$ cat config.mk
export PLATFORM = sky130hd
export DESIGN_NAME = sram_cmd_q
export DESIGN_NICKNAME = d
export VERILOG_FILES = /design/src/rtl/sram_cmd_q.sv
export SDC_FILE = /design/constraint.sdc
export NUM_CORES = 1
export LEC_CHECK = 0
export CORE_MARGIN = 2
export CORE_UTILIZATION = 30
export CTS_BUF_LIST = sky130_fd_sc_hd__clkbuf_16
export DETAILED_ROUTE_END_ITERATION = 16
export GPL_ROUTABILITY_DRIVEN = 0
export GPL_TIMING_DRIVEN = 0
export HOLD_SLACK_MARGIN = 0.06
export PLACE_DENSITY = 0.47
export SETUP_SLACK_MARGIN = 0.15
export SLEW_MARGIN = 40
export SYNTH_ARGS = -nofsm -noshare
export SYNTH_HDL_FRONTEND = slang
export SYNTH_SLANG_ARGS = --single-unit
$ cat constraint.sdc
create_clock -name clk -period 7.67 [get_ports clk]
set_input_delay 0.767 -clock clk [delete_from_list [all_inputs] [get_ports clk]]
set_output_delay 0.767 -clock clk [all_outputs]
set_load 0.005 [all_outputs]
$ cat src/rtl/sram_cmd_q.sv
// In-order command FIFO in front of a single-port SRAM.
// The memory is swept to zero after every reset before commands are accepted.
module sram_cmd_q #(
    parameter int unsigned DATA_W = 8,
    parameter int unsigned ADDR_W = 4,
    parameter int unsigned DEPTH  = 4
) (
    input  logic                         clk,
    input  logic                         rst_n,
    input  logic                         cmd_valid,
    output logic                         cmd_ready,
    input  logic                         cmd_we,
    input  logic [ADDR_W-1:0]            cmd_addr,
    input  logic [DATA_W-1:0]            cmd_wdata,
    output logic                         rsp_valid,
    input  logic                         rsp_ready,
    output logic [DATA_W-1:0]            rsp_data,
    output logic [ADDR_W-1:0]            rsp_addr,
    output logic [$clog2(DEPTH+1)-1:0]   level,
    output logic                         init_done
);

    localparam int unsigned PTR_W = $clog2(DEPTH);
    localparam int unsigned LVL_W = $clog2(DEPTH + 1);
    localparam int unsigned ENT_W = 1 + ADDR_W + DATA_W;
    localparam int unsigned WORDS = 2 ** ADDR_W;

    typedef enum logic {INIT, RUN} state_t;

    state_t              state_q, state_d;
    logic [ADDR_W-1:0]   init_cnt_q;
    logic [ENT_W-1:0]    fifo_q [DEPTH];
    logic [PTR_W-1:0]    wr_ptr_q, rd_ptr_q;
    logic [DATA_W-1:0]   mem [WORDS];

    logic                head_we;
    logic [ADDR_W-1:0]   head_addr;
    logic [DATA_W-1:0]   head_wdata;
    logic                push, pop, issue_wr, issue_rd;

    assign head_we    = fifo_q[rd_ptr_q][ENT_W-1];
    assign head_addr  = fifo_q[rd_ptr_q][ENT_W-2 -: ADDR_W];
    assign head_wdata = fifo_q[rd_ptr_q][DATA_W-1:0];

    assign init_done = (state_q == RUN);
    assign cmd_ready = (state_q == RUN) && (level < LVL_W'(DEPTH));
    assign push      = cmd_valid && cmd_ready;
    assign pop       = issue_wr || issue_rd;

    // Next state and head issue decision; a blocked read stalls everything behind it.
    always_comb begin
        state_d  = state_q;
        issue_wr = 1'b0;
        issue_rd = 1'b0;
        case (state_q)
            INIT: begin
                if (init_cnt_q == '1) state_d = RUN;
            end
            RUN: begin
                if (level != '0) begin
                    if (head_we)                       issue_wr = 1'b1;
                    else if (!rsp_valid || rsp_ready)  issue_rd = 1'b1;
                end
            end
            default: state_d = INIT;
        endcase
    end

    always_ff @(posedge clk or negedge rst_n) begin
        if (!rst_n) begin
            state_q    <= INIT;
            init_cnt_q <= '0;
        end else begin
            state_q    <= state_d;
            init_cnt_q <= (state_q == INIT) ? init_cnt_q + ADDR_W'(1) : '0;
        end
    end

    // FIFO pointers and occupancy; pointers wrap naturally since DEPTH is a power of two.
    always_ff @(posedge clk or negedge rst_n) begin
        if (!rst_n) begin
            wr_ptr_q <= '0;
            rd_ptr_q <= '0;
            level    <= '0;
        end else begin
            if (push) wr_ptr_q <= wr_ptr_q + PTR_W'(1);
            if (pop)  rd_ptr_q <= rd_ptr_q + PTR_W'(1);
            case ({push, pop})
                2'b10:   level <= level + LVL_W'(1);
                2'b01:   level <= level - LVL_W'(1);
                default: level <= level;
            endcase
        end
    end

    always_ff @(posedge clk) begin
        if (push) fifo_q[wr_ptr_q] <= {cmd_we, cmd_addr, cmd_wdata};
    end

    // Memory array has no reset; only the INIT sweep clears it.
    always_ff @(posedge clk) begin
        if (state_q == INIT) mem[init_cnt_q] <= '0;
        else if (issue_wr)   mem[head_addr]  <= head_wdata;
    end

    always_ff @(posedge clk or negedge rst_n) begin
        if (!rst_n) begin
            rsp_valid <= 1'b0;
            rsp_data  <= '0;
            rsp_addr  <= '0;
        end else if (issue_rd) begin
            rsp_valid <= 1'b1;
            rsp_data  <= mem[head_addr];
            rsp_addr  <= head_addr;
        end else if (rsp_ready) begin
            rsp_valid <= 1'b0;
        end
    end

endmodule

# After elaboration in Yosys (flattened, before gate mapping)
# Memories as Yosys holds them, arrays and structs flattened. A register that Yosys moved wholly into a read port is not among the register bits.
# Index checks and enable logic that the tools add are counted.
# totals
register_bits,17
ramBits,180
out_inout_bits,18
wordCells,50
mem_count,2
# op_classes
add_sub_neg,5
magnitude_cmp,1
eq_ne,3
n_mux,22
n_reduce_logical,10
# mem_list
memory,depth,word_bits,read_ports,rd_clocked_by_memory_dff,wr,line_no,source
mem,16,8,1,1,1,34,logic [DATA_W-1:0] mem [WORDS];
fifo_q,4,13,1,0,1,32,logic [ENT_W-1:0] fifo_q [DEPTH];
# op_table
cell,n
1-bit 2-to-1 mux,18
4-bit 2-to-1 mux,2
8-bit 2-to-1 mux,1
8-bit OR reduction,1
3-bit one-hot mux with 2 select lines,1
2-bit by 1-bit adder with 2-bit output (second input constant),2
4-bit by 1-bit adder with 4-bit output (second input constant),1
4-bit equality test (second input constant),1
2-bit nonzero test,2
3-bit by 1-bit adder with 3-bit output (second input constant),1
3-bit less-than comparator (second input constant),1
3-bit nonzero test,1
3-bit by 1-bit subtractor with 3-bit output (second input constant),1
2-bit by 1-bit equality test with 1-bit output (second input constant),1
2-bit equality test (second input constant),1
1-bit logical AND,2
1-bit logical NOT,2
1-bit logical OR,2

# Logic depth before layout (Yosys ltp)
# depth
ltp_word,9
depth_mapped,11

# Least setup slack after synthesis
# OpenSTA, ideal clock, no wires.
# synth_timing
path_kind,reg2reg
start,register rd_ptr_q[0]
end,register level[2]
setup_time_ns,0.079
arrival_ns,2.563
required_ns,7.591
setup_slack_ns,5.028
path_stages_with_launch,12
path_buffers,2
period_less_slack_ns,2.642
cell_sequence,dfrtp_1 -> buf_6 -> mux4_2 -> or3_1 -> buf_6 -> nand2_1 -> ha_1 -> inv_1 -> fa_1 -> xor2_1 -> nor2_1 -> xor2_1
# synth_via
elab_chain_cells,7
# synth_rtl
item,line_no,source
"start, declared",33,"logic [PTR_W-1:0] wr_ptr_q, rd_ptr_q;"
"start signal, assigned",87,if (pop) rd_ptr_q <= rd_ptr_q + PTR_W'(1);
memory read 4 x 13 bit (*),n/a,
1-bit 2-to-1 mux,61,if (head_we) issue_wr = 1'b1;
1-bit 2-to-1 mux,60,if (level != '0) begin
1-bit 2-to-1 mux,55,case (state_q)
1-bit logical OR (*),48,assign pop = issue_wr || issue_rd;
net pop,39,"logic push, pop, issue_wr, issue_rd;"
2-bit by 1-bit equality test with 1-bit output / 2-bit equality test (equally long branches),88,"case ({push, pop})"
3-bit one-hot mux with 2 select lines / 2-bit nonzero test (equally long branches),n/a,
"end signal, assigned",89,2'b10: level <= level + LVL_W'(1);
"end signal, assigned",90,2'b01: level <= level - LVL_W'(1);
"end signal, assigned",91,default: level <= level;
"end, declared",19,"output logic [$clog2(DEPTH+1)-1:0] level,"
# Mark *: on every way through the listed nets, which the timed path passes. The rest lies on a longest branch.
# A chain may end at the register's enable or synchronous reset.

# Worst setup path after layout
# layout_timing
start,register rd_ptr_q[0]
end,memory mem[1][6] (enable)
# layout_via
elab_chain_cells,9
# layout_rtl
item,line_no,source
memory read 4 x 13 bit (*),n/a,
1-bit 2-to-1 mux,61,
1-bit 2-to-1 mux,60,
1-bit 2-to-1 mux,55,
1-bit 2-to-1 mux,103,else if (issue_wr) mem[head_addr] <= head_wdata;
1-bit 2-to-1 mux,102,if (state_q == INIT) mem[init_cnt_q] <= '0;
1-bit 2-to-1 mux (implied by the code),103,
8-bit OR reduction (no line),n/a,
4-bit 2-to-1 mux (no line) / 1-bit 2-to-1 mux (equally long branches),n/a,
"end, declared",34,
# Every way passes the cells marked *; elsewhere a longest branch is shown, timed or not.

==> flow_summary.yaml <==
outcome:
  status: "completed"
die:
  die_w_um: 169
  initial_core_util_pct: 30.4
  fp-row-count: 60
  pin_count: 35
  dieArea_um2: 28500
  dieHeight_um: 169
  core_area_um2: 26800
sta:
  fmax_ghz: 0.316
  timing.max_slew.rel_slack_pct: 43.6
  timing.final.hold_violations: 0
  setup_tns_ns: 0
  setup_slack_ns: 4.50
  finClkSkew_ns: 0.00905
  period_needed_ns: 3.17
  tightest_slew_ns: 0.844
  period_share_pct: 41.3
  worst_hold_slack_ns: 0.308
  setup_viol: 0
  slew_violations: 0
  rsz0062_at_grt: "no"
route:
  dr.pass1.iters: 4
  drt-total-wl_mm: 17.4
  ant_nets: 0
  viasPerCell: 4.75
  drc: 0
  wl_per_cell_um: 19.6
  vias: 4211
  drtIter0Drc: 267
critical_path:
  worst_setup_path_start_kind: "flip-flop"
  path_max_fanout: 10
  slowest_delay_ns: 0.66
  cp_cell_sequence: "buf_6 > mux4_2 > buf_2 > buf_1 > nand2_1 > o32a_1 > nor2_1"
  cpMaxStageDelayCell: "nor2_1"
  cp.required_ns: 7.79
  arrival_ns: 3.29
  worstSetupEndpointType: "flip-flop"
  crit_type: "flip-flop to flip-flop"
clocking:
  cts_buffers: 22
  post_cts_buffers: 0
  cts_tree: "built"
  htreeDepth: 1
  clk_latency_ns: 0.50
  postCtsResizedCells: 0
  cts.clk_slew.worst_paths_ns: 0.06
  clockBufferDepth: 3
  cts.sink_count: 205
  hold_buffers: 0
  cts-root-buf: "clkbuf_16"
logic_synthesis:
  synth_edf_count: 180
  syn_inst: 472
  yosys.area.top_type: "edfxtp_1"
  ys_async_sr_fraction_pct: 12.2
  synth_top_area_share_pct: 66.3
  netlist_area_um2: 8160
  yosys_warnings: 0
  synthesis.nets: 496
  ys.flop_type: "edfxtp_1"
  ys_seq_elements: 205
  synthTopCellsByArea: "edfxtp_1, dfrtp_1, mux2i_1, mux4_2, mux2_2"
  ys_types: 39
  avgSynthCellArea_um2: 17.3
  yosysSeqAreaShare_pct: 73.9
place:
  dp_slack_ns: 4.46
  dp_hpwl_mm: 11.6
  portBuffers: 34
  dp_cells: 847
run:
  maxCapViolations: 0
power:
  power.density_nw_per_um2: 414
  p_leak_nw: 3.34
  max-vdd-ir-drop_v: 0.000169
cells_and_area:
  final_common_cell: "edfxtp_1"
  syn_to_final_growth_pct: 18.2
  nets: 554
  antennaDiodeCount: 0
  drive_gt1_share_pct: 15.0
  final_cell_mix: "edfxtp_1, mux2i_1, clkdlybuf4s50_1"
  final_cells: 887
  fin_util_pct: 36.0
worst_hold_path:
  hp-class: "input pin to async pin"
global_routing:
  grt_pass1_vias: 4465
  grt_max_degree: 26
  grt_pass1_wl_mm: 27.3
  grt_usage_pct: 12.7
  gr-total-overflow: 0
  antenna_found_initial: 0
critical path: cells and delay by family, from the launching register on:
| family | cells | cell delay [ns] |
|---|---|---|
| muxes | 1 | 0.32 |
| buffers and inverters | 3 | 1.05 |
| DFF | 1 | 0.37 |
| and+or+nand+nor | 2 | 0.78 |
| AOI/OAI and AO/OA | 1 | 0.28 |
Yosys cell counts, types with 9 or more instances:
library cell and number:
edfxtp_1 180, nand3_1 9, mux2_2 16, dfrtp_1 25, and2_1 9, o211ai_1 14, nor2_1 23, mux4_2 16
clkbuf_1 12, a22oi_1 15, mux2i_1 47, nand2_1 28
per-stage QoR:
step	area, um^2	total power, mW
final	9640	3.99
after global routing	9640	4.24
after CTS	9620	4.05
after detailed placement	8920	3.02
after global placement	8920	2.99
after floorplan	8160	2.50
power breakdown:
| part | internal (mW) | switching (mW) | leakage, nW |
|---|---|---|---|
| clock network | 0.608 | 0.411 | 0.379 |
| registers | 1.56 | 0.0689 | 1.95 |
| logic | 0.515 | 0.830 | 1.01 |
| total | 2.68 | 1.31 | 3.34 |
flip-flops by register name (all words and copies together), names as in the netlist:
name / cells
fifo_q: 52
init_cnt_q: 4
init_done: 1
level: 3
mem: 128
rd_ptr_q: 2
rsp_addr: 4
rsp_data: 8
rsp_valid: 1
wr_ptr_q: 2
metal layers:
metal | share of wire, % | up-vias | track usage, %
met1 | 46 | 2153 | 17.7
met5 | 0 | - | 0
met3 | 4.4 | 17 | 2.31
met4 | 1.6 | 0 | 3.49
li1 | - | 1949 | -
met2 | 48 | 92 | 20.5
area by class of cell:
class	count	area, um^2
fillers	2493	17200
flip-flops and latches	205	6030
multi-input cells	236	2010
clock buffers	23	576
well taps	341	427
repair buffers	34	335
clock inverters	17	129
plain buffers	23	110
inverters	8	30.0
cell families after synthesis:
family                     count (synthesis)  synth area share [%]
adders and majority gates                  7                  1.17
and+or+nand+nor                           96                  5.80
DFF                                      205                  73.9
buffers and inverters                     31                  1.70
muxes                                     79                  12.4
xor gates and xnor gates                   8                 0.859
AOI/OAI and AO/OA                         46                  4.13
path summary, 6_finish.rpt:
check / endpoint / slack [ns] / from / depth (start not counted)
setup / recovery: mem[1][6] / 4.50 / rd_ptr_q[0] / 7
setup reg to reg: mem[1][6] / 4.50 / rd_ptr_q[0] / 7
hold / removal: rsp_valid / 0.31 / rst_n / 1
max in group asynchronous: rsp_data[4] / 6.91 / rst_n / 1
hold reg to reg: rsp_data[5] / 0.48 / rsp_data[5] / 2
min in group clk: rsp_data[5] / 0.48 / rsp_data[5] / 2
Power figures use the tool's default switching activity.
